--- config.mk ---
export PLATFORM = sky130hd
export DESIGN_NAME = servo_pwm_decoder
export DESIGN_NICKNAME = d
export VERILOG_FILES = /design/src/rtl/servo_pkg.sv /design/src/rtl/servo_in_sync.sv /design/src/rtl/servo_pwm_decoder.sv
export SDC_FILE = /design/constraint.sdc
export NUM_CORES = 1
export LEC_CHECK = 0
export ABC_AREA = 1
export CAP_MARGIN = 5
export CORE_ASPECT_RATIO = 2
export CORE_UTILIZATION = 64
export CTS_BUF_LIST = sky130_fd_sc_hd__clkbuf_4
export CTS_CLUSTER_DIAMETER = 50
export DETAILED_ROUTE_END_ITERATION = 8
export GPL_TIMING_DRIVEN = 0
export PLACE_DENSITY = 0.95
export SLEW_MARGIN = 20
export SYNTH_ARGS = -nofsm -noshare
export SYNTH_HDL_FRONTEND = slang
export SYNTH_SLANG_ARGS = --single-unit
export TNS_END_PERCENT = 1
--- constraint.sdc ---
create_clock -name clk -period 2.2 [get_ports clk]
set_clock_uncertainty 0.1 [all_clocks]
set_input_delay 0.22 -clock clk [delete_from_list [all_inputs] [get_ports clk]]
set_output_delay 0.22 -clock clk [all_outputs]
set_load 0.005 [all_outputs]
--- src/rtl/servo_pkg.sv ---
// servo_pkg: constants, decoder state type and the width-to-position helper
// shared by the servo PWM decoder sources.
package servo_pkg;

    localparam int POS_OFFSET = 165;
    localparam int CTR_W      = 20;
    localparam int TO_W       = 21;
    localparam int POS_MAX    = 255;

    typedef enum logic [1:0] {
        ARM  = 2'd0,
        LOW  = 2'd1,
        HIGH = 2'd2
    } dec_state_t;

    // Inverse of the generator mapping: subtract the offset and clamp to 0..255.
    // Comparing before subtracting gives the same result as a signed difference
    // followed by saturation, without needing a wider signed intermediate.
    function automatic logic [7:0] width_to_pos(input logic [CTR_W-1:0] coarse);
        logic [7:0] p;
        if (coarse < CTR_W'(POS_OFFSET)) begin
            p = 8'd0;
        end else if (coarse > CTR_W'(POS_OFFSET + POS_MAX)) begin
            p = 8'd255;
        end else begin
            p = 8'(coarse - CTR_W'(POS_OFFSET));
        end
        return p;
    endfunction

endpackage

--- src/rtl/servo_in_sync.sv ---
// servo_in_sync: brings the asynchronous PWM pin into the clk domain and
// produces the level plus single-cycle rise/fall flags used by the decoder.
// Building with SERVO_DEC_GLITCH_EN adds a 3-sample majority filter after the
// synchronizer, which removes isolated one-cycle spikes at the cost of two
// extra cycles of delay on both edges.
// 'ready' goes high once the level output reflects real pin samples taken
// after reset rather than the reset contents of the pipeline.
module servo_in_sync
    import servo_pkg::*;
(
    input  logic clk,
    input  logic rst,
    input  logic pwm_in,
    output logic level,
    output logic rise,
    output logic fall,
    output logic ready
);

    logic s1;
    logic s2;
    logic s3;

`ifdef SERVO_DEC_GLITCH_EN
    localparam int READY_DEPTH = 5;
    logic s4;
    logic filt;
    logic filt_d;
`else
    localparam int READY_DEPTH = 2;
`endif

    logic [READY_DEPTH-1:0] fill;

    // Two-flop synchronizer followed by a history flop for edge detection
    always_ff @(posedge clk) begin
        if (rst) begin
            s1 <= 1'b0;
            s2 <= 1'b0;
            s3 <= 1'b0;
        end else begin
            s1 <= pwm_in;
            s2 <= s1;
            s3 <= s2;
        end
    end

    // Shift in ones so the last stage marks when the level output is trustworthy
    always_ff @(posedge clk) begin
        if (rst) begin
            fill <= '0;
        end else begin
            fill <= {fill[READY_DEPTH-2:0], 1'b1};
        end
    end

    assign ready = fill[READY_DEPTH-1];

`ifdef SERVO_DEC_GLITCH_EN
    // Majority vote over three consecutive synchronized samples, then a history flop
    always_ff @(posedge clk) begin
        if (rst) begin
            s4     <= 1'b0;
            filt   <= 1'b0;
            filt_d <= 1'b0;
        end else begin
            s4     <= s3;
            filt   <= (s2 & s3) | (s2 & s4) | (s3 & s4);
            filt_d <= filt;
        end
    end

    assign level = filt;
    assign rise  = filt & ~filt_d;
    assign fall  = ~filt & filt_d;
`else
    assign level = s2;
    assign rise  = s2 & ~s3;
    assign fall  = ~s2 & s3;
`endif

endmodule

--- src/rtl/servo_pwm_decoder.sv ---
// servo_pwm_decoder: measures the high time of a hobby-servo PWM input and
// converts it back into the 8-bit position used by the servo generator
// (position = (width >> FRAC_SHIFT) - 165, clamped to 0..255; the default
// shift of 8 gives 1 ms..2 ms at 50 MHz).
// Optional macro: SERVO_DEC_GLITCH_EN enables the input majority filter.
module servo_pwm_decoder
    import servo_pkg::*;
#(
    parameter int MIN_W       = 40000,
    parameter int MAX_W       = 115000,
    parameter int TIMEOUT     = 1250000,
    parameter int LOCK_FRAMES = 2,
    parameter int FRAC_SHIFT  = 8
) (
    input  logic       clk,
    input  logic       rst,
    input  logic       pwm_in,
    output logic [7:0] pos,
    output logic       pos_valid,
    output logic       locked,
    output logic       err_pulse
);

    localparam logic [TO_W-1:0]  TO_LAST = TO_W'(TIMEOUT - 1);
    localparam logic [TO_W-1:0]  TO_STOP = TO_W'(TIMEOUT);
    localparam logic [CTR_W-1:0] W_MIN   = CTR_W'(MIN_W);
    localparam logic [CTR_W-1:0] W_MAX   = CTR_W'(MAX_W);
    localparam logic [2:0]       LOCK_N  = 3'(LOCK_FRAMES);

    logic level;
    logic rise;
    logic fall;
    logic in_ready;

    dec_state_t state;
    dec_state_t state_nxt;

    logic [CTR_W-1:0] width_q;
    logic [CTR_W-1:0] width_scaled;
    logic [TO_W-1:0]  timer_q;
    logic [2:0]       good_q;

    logic timing;
    logic timeout_hit;
    logic eval_now;
    logic width_ok;
    logic accept;
    logic reject;

    servo_in_sync u_sync (
        .clk    (clk),
        .rst    (rst),
        .pwm_in (pwm_in),
        .level  (level),
        .rise   (rise),
        .fall   (fall),
        .ready  (in_ready)
    );

    assign width_ok     = (width_q >= W_MIN) && (width_q <= W_MAX);
    assign width_scaled = width_q >> FRAC_SHIFT;

    // State register
    always_ff @(posedge clk) begin
        if (rst) begin
            state <= ARM;
        end else begin
            state <= state_nxt;
        end
    end

    // Next state: a timeout always wins over edges, so a late fall is discarded
    always_comb begin
        state_nxt = state;
        case (state)
            ARM: begin
                if (in_ready && !level) begin
                    state_nxt = LOW;
                end
            end
            LOW: begin
                if (timeout_hit) begin
                    state_nxt = ARM;
                end else if (rise) begin
                    state_nxt = HIGH;
                end
            end
            HIGH: begin
                if (timeout_hit) begin
                    state_nxt = ARM;
                end else if (fall) begin
                    state_nxt = LOW;
                end
            end
            default: begin
                state_nxt = ARM;
            end
        endcase
    end

    // FSM decode: when the timer is live, when it expires and how a fall is judged
    always_comb begin
        timing      = (state == LOW) || (state == HIGH);
        timeout_hit = timing && (timer_q == TO_LAST);
        eval_now    = (state == HIGH) && fall && !timeout_hit;
        accept      = eval_now && width_ok;
        reject      = eval_now && !width_ok;
    end

    // Width counter: starts at 1 on the rising edge and saturates while high
    always_ff @(posedge clk) begin
        if (rst) begin
            width_q <= '0;
        end else if (rise) begin
            width_q <= CTR_W'(1);
        end else if ((state == HIGH) && (width_q != '1)) begin
            width_q <= width_q + 1'b1;
        end
    end

    // Rise-to-rise watchdog; parks at TIMEOUT in ARM and restarts when leaving ARM
    always_ff @(posedge clk) begin
        if (rst) begin
            timer_q <= '0;
        end else if (state == ARM) begin
            if (state_nxt == LOW) begin
                timer_q <= '0;
            end
        end else if (timeout_hit) begin
            timer_q <= TO_STOP;
        end else if ((state == LOW) && rise) begin
            timer_q <= '0;
        end else begin
            timer_q <= timer_q + 1'b1;
        end
    end

    // Result registers: position, strobes, good-frame count and lock flag
    always_ff @(posedge clk) begin
        if (rst) begin
            pos       <= 8'd0;
            pos_valid <= 1'b0;
            err_pulse <= 1'b0;
            locked    <= 1'b0;
            good_q    <= 3'd0;
        end else begin
            pos_valid <= 1'b0;
            err_pulse <= 1'b0;
            if (timeout_hit) begin
                locked <= 1'b0;
                good_q <= 3'd0;
            end else if (accept) begin
                pos       <= width_to_pos(width_scaled);
                pos_valid <= 1'b1;
                if (good_q != LOCK_N) begin
                    good_q <= good_q + 3'd1;
                end
                if (good_q >= (LOCK_N - 3'd1)) begin
                    locked <= 1'b1;
                end
            end else if (reject) begin
                err_pulse <= 1'b1;
                good_q    <= 3'd0;
                locked    <= 1'b0;
            end
        end
    end

endmodule

# Word-level counts from Yosys, hierarchy flattened
# Index checks and enable logic that the tools add are counted.
[classes]
n_addsub = 4
magnitude_cmp = 5
n_eq_ne = 9
n_mux = 23
n_bitwise = 5
reduce_logical = 22
[op_table]
columns = ["cell", "count"]
rows = [
  ["21-bit two-way mux", 4],
  ["21-bit by 1-bit adder with 21-bit output, second input constant", 1],
  ["21-bit equality test, second input constant", 1],
  ["20-bit by 1-bit adder with 20-bit output, second input constant", 1],
  ["20-bit by 16-bit >= comparator with 1-bit output, second input constant", 1],
  ["20-bit by 17-bit less-or-equal comparator with 1-bit output, second input constant", 1],
  ["20-bit inequality test, second input constant", 1],
  ["8-bit two-way mux", 2],
  ["12-bit by 9-bit > comparator with 1-bit output, second input constant", 1],
  ["12-bit by 8-bit less-than comparator with 1-bit output, second input constant", 1],
  ["2-bit two-way mux", 5],
  ["1-bit logical AND", 9],
  ["3-bit two-way mux", 3],
  ["1-bit two-way mux", 8],
  ["8-bit subtractor, second input constant", 1],
  ["2-bit by 1-bit inequality test with 1-bit output, second input constant", 3],
  ["2-bit one-hot mux with 3 select lines", 1],
  ["2-bit AND reduction", 3],
  ["2-bit by 1-bit equality test with 1-bit output, second input constant", 2],
  ["2-bit nonzero test", 2],
  ["2-bit OR reduction", 2],
  ["3-bit by 1-bit adder with 3-bit output, second input constant", 1],
  ["3-bit by 1-bit >= comparator with 1-bit output, second input constant", 1],
  ["1-bit logical NOT", 3],
  ["other kinds (7)", 10],
]
[totals]
reg_bits = 62
input_bits = 3
out_inout_bits = 11

# Depth between registers and ports, before layout
# Gate-level depths: netlist of run 1.
[depth]
depth_word = 8
ltp_mapped = 14
ltp_nobuf = 13

# Cells and area by module
# A second synthesis of run 1 with hierarchy kept.
[unflattened]
hier_cells = 631
area_unflattened_um2 = 4026.4
[modules_own_cells]
columns = ["mod", "instances", "cells_each", "area_each_um2", "seq_area_each_um2"]
rows = [
  ["servo_pwm_decoder", 1, 614, 3881.2, 1141.1],
  ["servo_in_sync", 1, 17, 145.1, 100.1],
]

# Worst setup path after synthesis of run 1
# OpenSTA, ideal clock, no wires.
[synth_path]
kind = "reg2reg"
start = "register state[1]"
end = "register timer_q[11]"
arrival_time_ns = 1.639
required_time_ns = 1.968
path_slack_ns = 0.328
path_stages_with_launch = 15
n_path_buf = 1
synth_period_minus_slack_ns = 1.872
path_cell_list = "dfxtp_1 > inv_1 > ha_1 > nand2_1 > inv_1 > nand2_1 > nor2_2 > nand3_2 > nand2_1 > nand2_1 > nor2_2 > nand2_4 > buf_6 > nand3_1 > a21oi_1"
[synth_via]
elab_chain_len = 7
word_cells_on_any_way = 17
classes_between = "eq/ne: 4; mux: 9; reduce/logical: 4"
[synth_rtl]
columns = ["element", "line_no", "text"]
rows = [
  ["start: declaration", "servo_pwm_decoder.sv:35", "dec_state_t state;"],
  ["start signal: assignment", "servo_pwm_decoder.sv:68", "state <= state_nxt;"],
  ["2-bit by 1-bit equality test with 1-bit output / 2-bit equality test (equally long branches)", "servo_pwm_decoder.sv:75, servo_pwm_decoder.sv:103, servo_pwm_decoder.sv:131", ""],
  ["1-bit logical OR", "servo_pwm_decoder.sv:103", "timing = (state == LOW) || (state == HIGH);"],
  ["1-bit logical AND", "servo_pwm_decoder.sv:104", "timeout_hit = timing && (timer_q == TO_LAST);"],
  ["2-bit two-way mux, on equally long branches", "servo_pwm_decoder.sv:89, servo_pwm_decoder.sv:82", ""],
  ["2-bit one-hot mux with 3 select lines", "servo_pwm_decoder.sv:75", "case (state)"],
  ["2-bit by 1-bit equality test with 1-bit output", "servo_pwm_decoder.sv:126", "if (state_nxt == LOW) begin"],
  ["2-bit by 1-bit inequality test with 1-bit output (no source line)", "n/a", ""],
  ["end signal: assignment", "servo_pwm_decoder.sv:134", "timer_q <= timer_q + 1'b1;"],
  ["end: declaration", "servo_pwm_decoder.sv:40", "logic [TO_W-1:0] timer_q;"],
]
# Parallel ways exist; a longest one is shown, timed or not.
# A chain may end at the register's enable or synchronous reset.

# Worst setup path after layout of run 1
[layout_path]
start = "register state[0]"
end = "register timer_q[1]"
# The elaborated chain is that of the path after synthesis.

==> impl_metrics.sql, run 1 <==
INSERT INTO impl_metrics (metric_group, metric, value, unit) VALUES
('power_and_ir_drop', 'seq_power_share', '58.8', '%'),
('timing', 'final_setup_violation_count', '0', ''),
('detailed_routing', 'vias_per_cell', '6.05', ''),
('synth', 'synth.net_count', '648', ''),
('die', 'die_height', '113', 'um'),
('setup_path', 'crit_path_frequent_cell', 'sky130_fd_sc_hd__nand2_1', ''),
('synth', 'post_synth_instance_area', '3980', 'um2'),
('global_routing', 'antenna_found_initial', '0', ''),
('setup_path', 'timing.setup.critical_path_class', 'reg2reg', ''),
('setup_path', 'register_to_register_path_setup_slack', '0.11', 'ns'),
('setup_path', 'crit-reg2reg-capture', 'timer_q[1]', ''),
('synth', 'synth_ff_type', 'sky130_fd_sc_hd__dfxtp_1', ''),
('cells_and_area', 'syn2layout_area_growth', '10.8', '%'),
('detailed_routing', 'routed_wire_length_per_instance', '16.4', 'um'),
('timing', 'max_clock_freq', '478', 'MHz'),
('power_and_ir_drop', 'power.density', '440', 'nW/um2'),
('power_and_ir_drop', 'comb_power_share', '8.7', '%'),
('synth', 'yosys_warnings', '0', ''),
('cells_and_area', 'antenna_cells', '0', ''),
('hold_path', 'hold_path_startpoint', 'rst', ''),
('outcome', 'failed_checks', 'DRC', ''),
('setup_path', 'critical-path-max-stage-delay', '0.38', 'ns'),
('power_and_ir_drop', 'ir_worst_vdd', '314', 'uV'),
('synth', 'fraction_of_the_yosys_area_taken_by_sequential_cells', '31.2', '%'),
('cells_and_area', 'nets', '680', ''),
('die', 'ios', '14', ''),
('global_routing', 'gr-total-overflow', '0', ''),
('clock_tree', 'clock_sink_count', '62', ''),
('detailed_routing', 'final_antenna_net_count', '0', ''),
('setup_path', 'type_of_element_launching_the_critical_path', 'flop', ''),
('global_routing', 'largest_net_degree_at_the_start_of_global_routing', '11', ''),
('detailed_routing', 'routed-via-count', '4413', ''),
('outcome', 'outcome', 'complete, but fails checks', ''),
('clock_tree', 'cts-hold-fix-buffers', '0', ''),
('detailed_routing', 'drt_pre_antenna_iters', '7', ''),
('hold_path', 'min_delay_worst_endpoint', 'timer_q[3]', ''),
('setup_path', 'r2r-start', 'state[0]', ''),
('power_and_ir_drop', 'p_leak', '1.79', 'nW'),
('placed_design', 'placed_cells', '706', ''),
('timing', 'period_minus_slack', '2.09', 'ns'),
('clock_tree', 'cts_max_path_buffers', '2', ''),
('setup_path', 'worstSetupEndpointType', 'flop', ''),
('timing', 'min_period_over_period', '95.1', '%'),
('flow_run', 'maxCapViolCount', '0', ''),
('synth', 'ys_types', '36', ''),
('hold_path', 'min-delay-path-class', 'in2reg', ''),
('timing', 'hold_viol', '0', ''),
('synth', 'count_of_flip_flops_with_a_built_in_enable_after_synthesis', '0', ''),
('die', 'num_rows', '40', ''),
('detailed_routing', 'wl', '11.9', 'mm'),
('power_and_ir_drop', 'intPower', '1.40', 'mW'),
('timing', 'hold_ws', '0.141', 'ns'),
('detailed_routing', 'detailed_route_drc_error_count', '1', ''),
('global_routing', 'globalRouteMet2Util', '72.3', '%'),
('clock_tree', 'clock_tree_from_tritoncts', 'yes', ''),
('global_routing', 'grt.busiest_layer', 'met2', ''),
('synth', 'netlist_instances', '631', ''),
('power_and_ir_drop', 'power_frac_clock', '32.4', '%'),
('timing', 'worst_slew_margin_rel', '62.2', '%'),
('synth', 'avgSynthCellArea', '6.30', 'um2'),
('die', 'fp.dieArea', '6550', 'um2'),
('clock_tree', 'cts-buffers-inserted', '9', ''),
('setup_path', 'ff2ff_path_depth', '14', ''),
('setup_path', 'critical_path_arrival', '2.29', 'ns'),
('global_routing', 'met1_usage', '29.6', '%'),
('setup_path', 'critical_path_peak_fanout', '9', ''),
('hold_path', 'worstHoldPathCells', '2', ''),
('synth', 'synth.area.top_cells', 'sky130_fd_sc_hd__dfxtp_1, sky130_fd_sc_hd__nand2_1, sky130_fd_sc_hd__nand3_1', ''),
('global_routing', 'via_count_of_the_first_global_routing_pass', '4204', ''),
('setup_path', 'critical_path_origin', 'state[0]', ''),
('setup_path', 'timing.critical_path.cells', 'inv_2 -> ha_4 -> nand2_1 -> inv_1 -> nand2_1 -> nor2_4 -> nand3_2 -> nand2_1 -> nand2_1 -> nor2_2 -> nand2_4 -> buf_4 -> nand3_1 -> a21oi_1', '');
cell usage after synthesis (4+ instances only):
cell	number
sky130_fd_sc_hd__a21oi_1	46
sky130_fd_sc_hd__buf_2	7
sky130_fd_sc_hd__clkbuf_1	4
sky130_fd_sc_hd__dfxtp_1	62
sky130_fd_sc_hd__ha_1	14
sky130_fd_sc_hd__inv_1	68
sky130_fd_sc_hd__inv_2	11
sky130_fd_sc_hd__nand2_1	169
sky130_fd_sc_hd__nand3_1	69
sky130_fd_sc_hd__nand3_2	4
sky130_fd_sc_hd__nand4_1	12
sky130_fd_sc_hd__nor2_1	63
sky130_fd_sc_hd__nor2_2	8
sky130_fd_sc_hd__nor3_1	17
sky130_fd_sc_hd__o21ai_0	15
sky130_fd_sc_hd__o21ai_1	17
sky130_fd_sc_hd__xnor2_1	4
sky130_fd_sc_hd__xor2_1	12
power groups by stage:
stage	Sequential, mW	Combinational (mW)	Clock, mW
2_1_floorplan	1.16	0.0937	0
3_3_place_gp	1.16	0.130	0
3_5_place_dp	1.16	0.132	0
5_1_grt	1.14	0.181	0.701
4_1_cts	1.14	0.133	0.635
6_report	1.14	0.169	0.628
cells by family after synthesis:
group / count (synthesis) / share of synthesized area [%]
simple gates: 355 / 39.7
xor+xnor: 16 / 3.53
buf+inv: 99 / 10.0
fa+ha+maj: 14 / 4.41
compound gates: 85 / 11.1
flops: 62 / 31.2
sequential cells by signal (all words and copies together) (netlist names):
register and flops:
timer_q 21, width_q 20, pos 8, good_q 3, state 2, u_sync.fill 2, err_pulse 1, locked 1
pos_valid 1, u_sync.level 1, u_sync.s1 1, u_sync.s3 1
worst max-delay path by stage:
stage,endpoint,slack (ns),cells after the start
after CTS,timer_q[8],0.02,12
final,timer_q[1],0.11,14
after detailed placement,width_q[13],0.002,11
after global routing,timer_q[8],-0.02,9
after global placement,width_q[16],0.06,11
after floorplan,timer_q[11],0.33,14
layout by cell type, fill, tap and decap left out, drive strengths merged:
cell	n
xnor2	4
nor4	1
nand3	73
nor2	72
o211ai	2
o21bai	1
nand4	13
clkbuf	13
nand3b	1
nor3b	3
nand2	172
dfxtp	62
or2	3
a31oi	3
a21oi	47
nor3	17
ha	14
inv	79
clkdlybuf4s50	12
clkinvlp	1
clkinv	7
xor2	12
buf	23
o21ai	32
layer usage:
metal,wire length [um],part of all wire (%)
met5,0,0
met4,938,7.9
met3,588,4.9
met2,6570,55
met1,3840,32
worst max-delay path, delay by kind of cell, from the launching register on:
| family | cells | cell delay, ns |
|---|---|---|
| simple gates | 9 | 0.85 |
| fa+ha+maj | 1 | 0.27 |
| buf+inv | 3 | 0.28 |
| compound gates | 1 | 0.08 |
| flops | 1 | 0.38 |
layout make-up:
cell class / count / area (um2) / area share, %
Multi-Input combinational cell: 470 / 2390 / 54.4
Sequential cell: 62 / 1240 / 28.3
Inverter: 81 / 304 / 6.91
Timing Repair Buffer: 21 / 188 / 4.26
Buffer: 18 / 95.1 / 2.16
Tap cell: 63 / 78.8 / 1.79
Clock buffer: 9 / 67.6 / 1.53
Clock inverter: 6 / 30.0 / 0.682
through the flow:
step | instance area, um2 | util [%] | worst slack (ns) | total power [mW] | setup TNS (ns)
after floorplan | 3980 | - | 0.328 | 1.26 | 0
after global placement | 4170 | 69.5 | 0.0605 | 1.29 | 0
after detailed placement | 4170 | 69.5 | 0.00220 | 1.30 | 0
after CTS | 4270 | 71.2 | 0.0212 | 1.91 | 0
after global routing | 4400 | 73.3 | -0.0202 | 2.02 | -0.0365
final | 4400 | 73.3 | 0.108 | 1.94 | 0
repair_timing:
action / 4_1_cts / 5_1_grt
buffers inserted: 0 / 9
pin swaps: 0 / 6
gates resized for setup: 1 / 15
endpoints found under the setup margin: 10 / 41
(Power assumes the default switching activity.)
==> run 2: changes to the inputs <==
==> constraint.sdc (replaced) <==
create_clock -name clk -period 2.2 [get_ports clk]
set_clock_uncertainty 0.1 [all_clocks]
set_input_delay 0.22 -clock clk [delete_from_list [all_inputs] [get_ports clk]]
set_output_delay 0.22 -clock clk [all_outputs]
set_load 0.02 [all_outputs]
==> results of run 2 <==
The final DEF is identical to that of run 1. Status: complete, but fails checks: DRC.
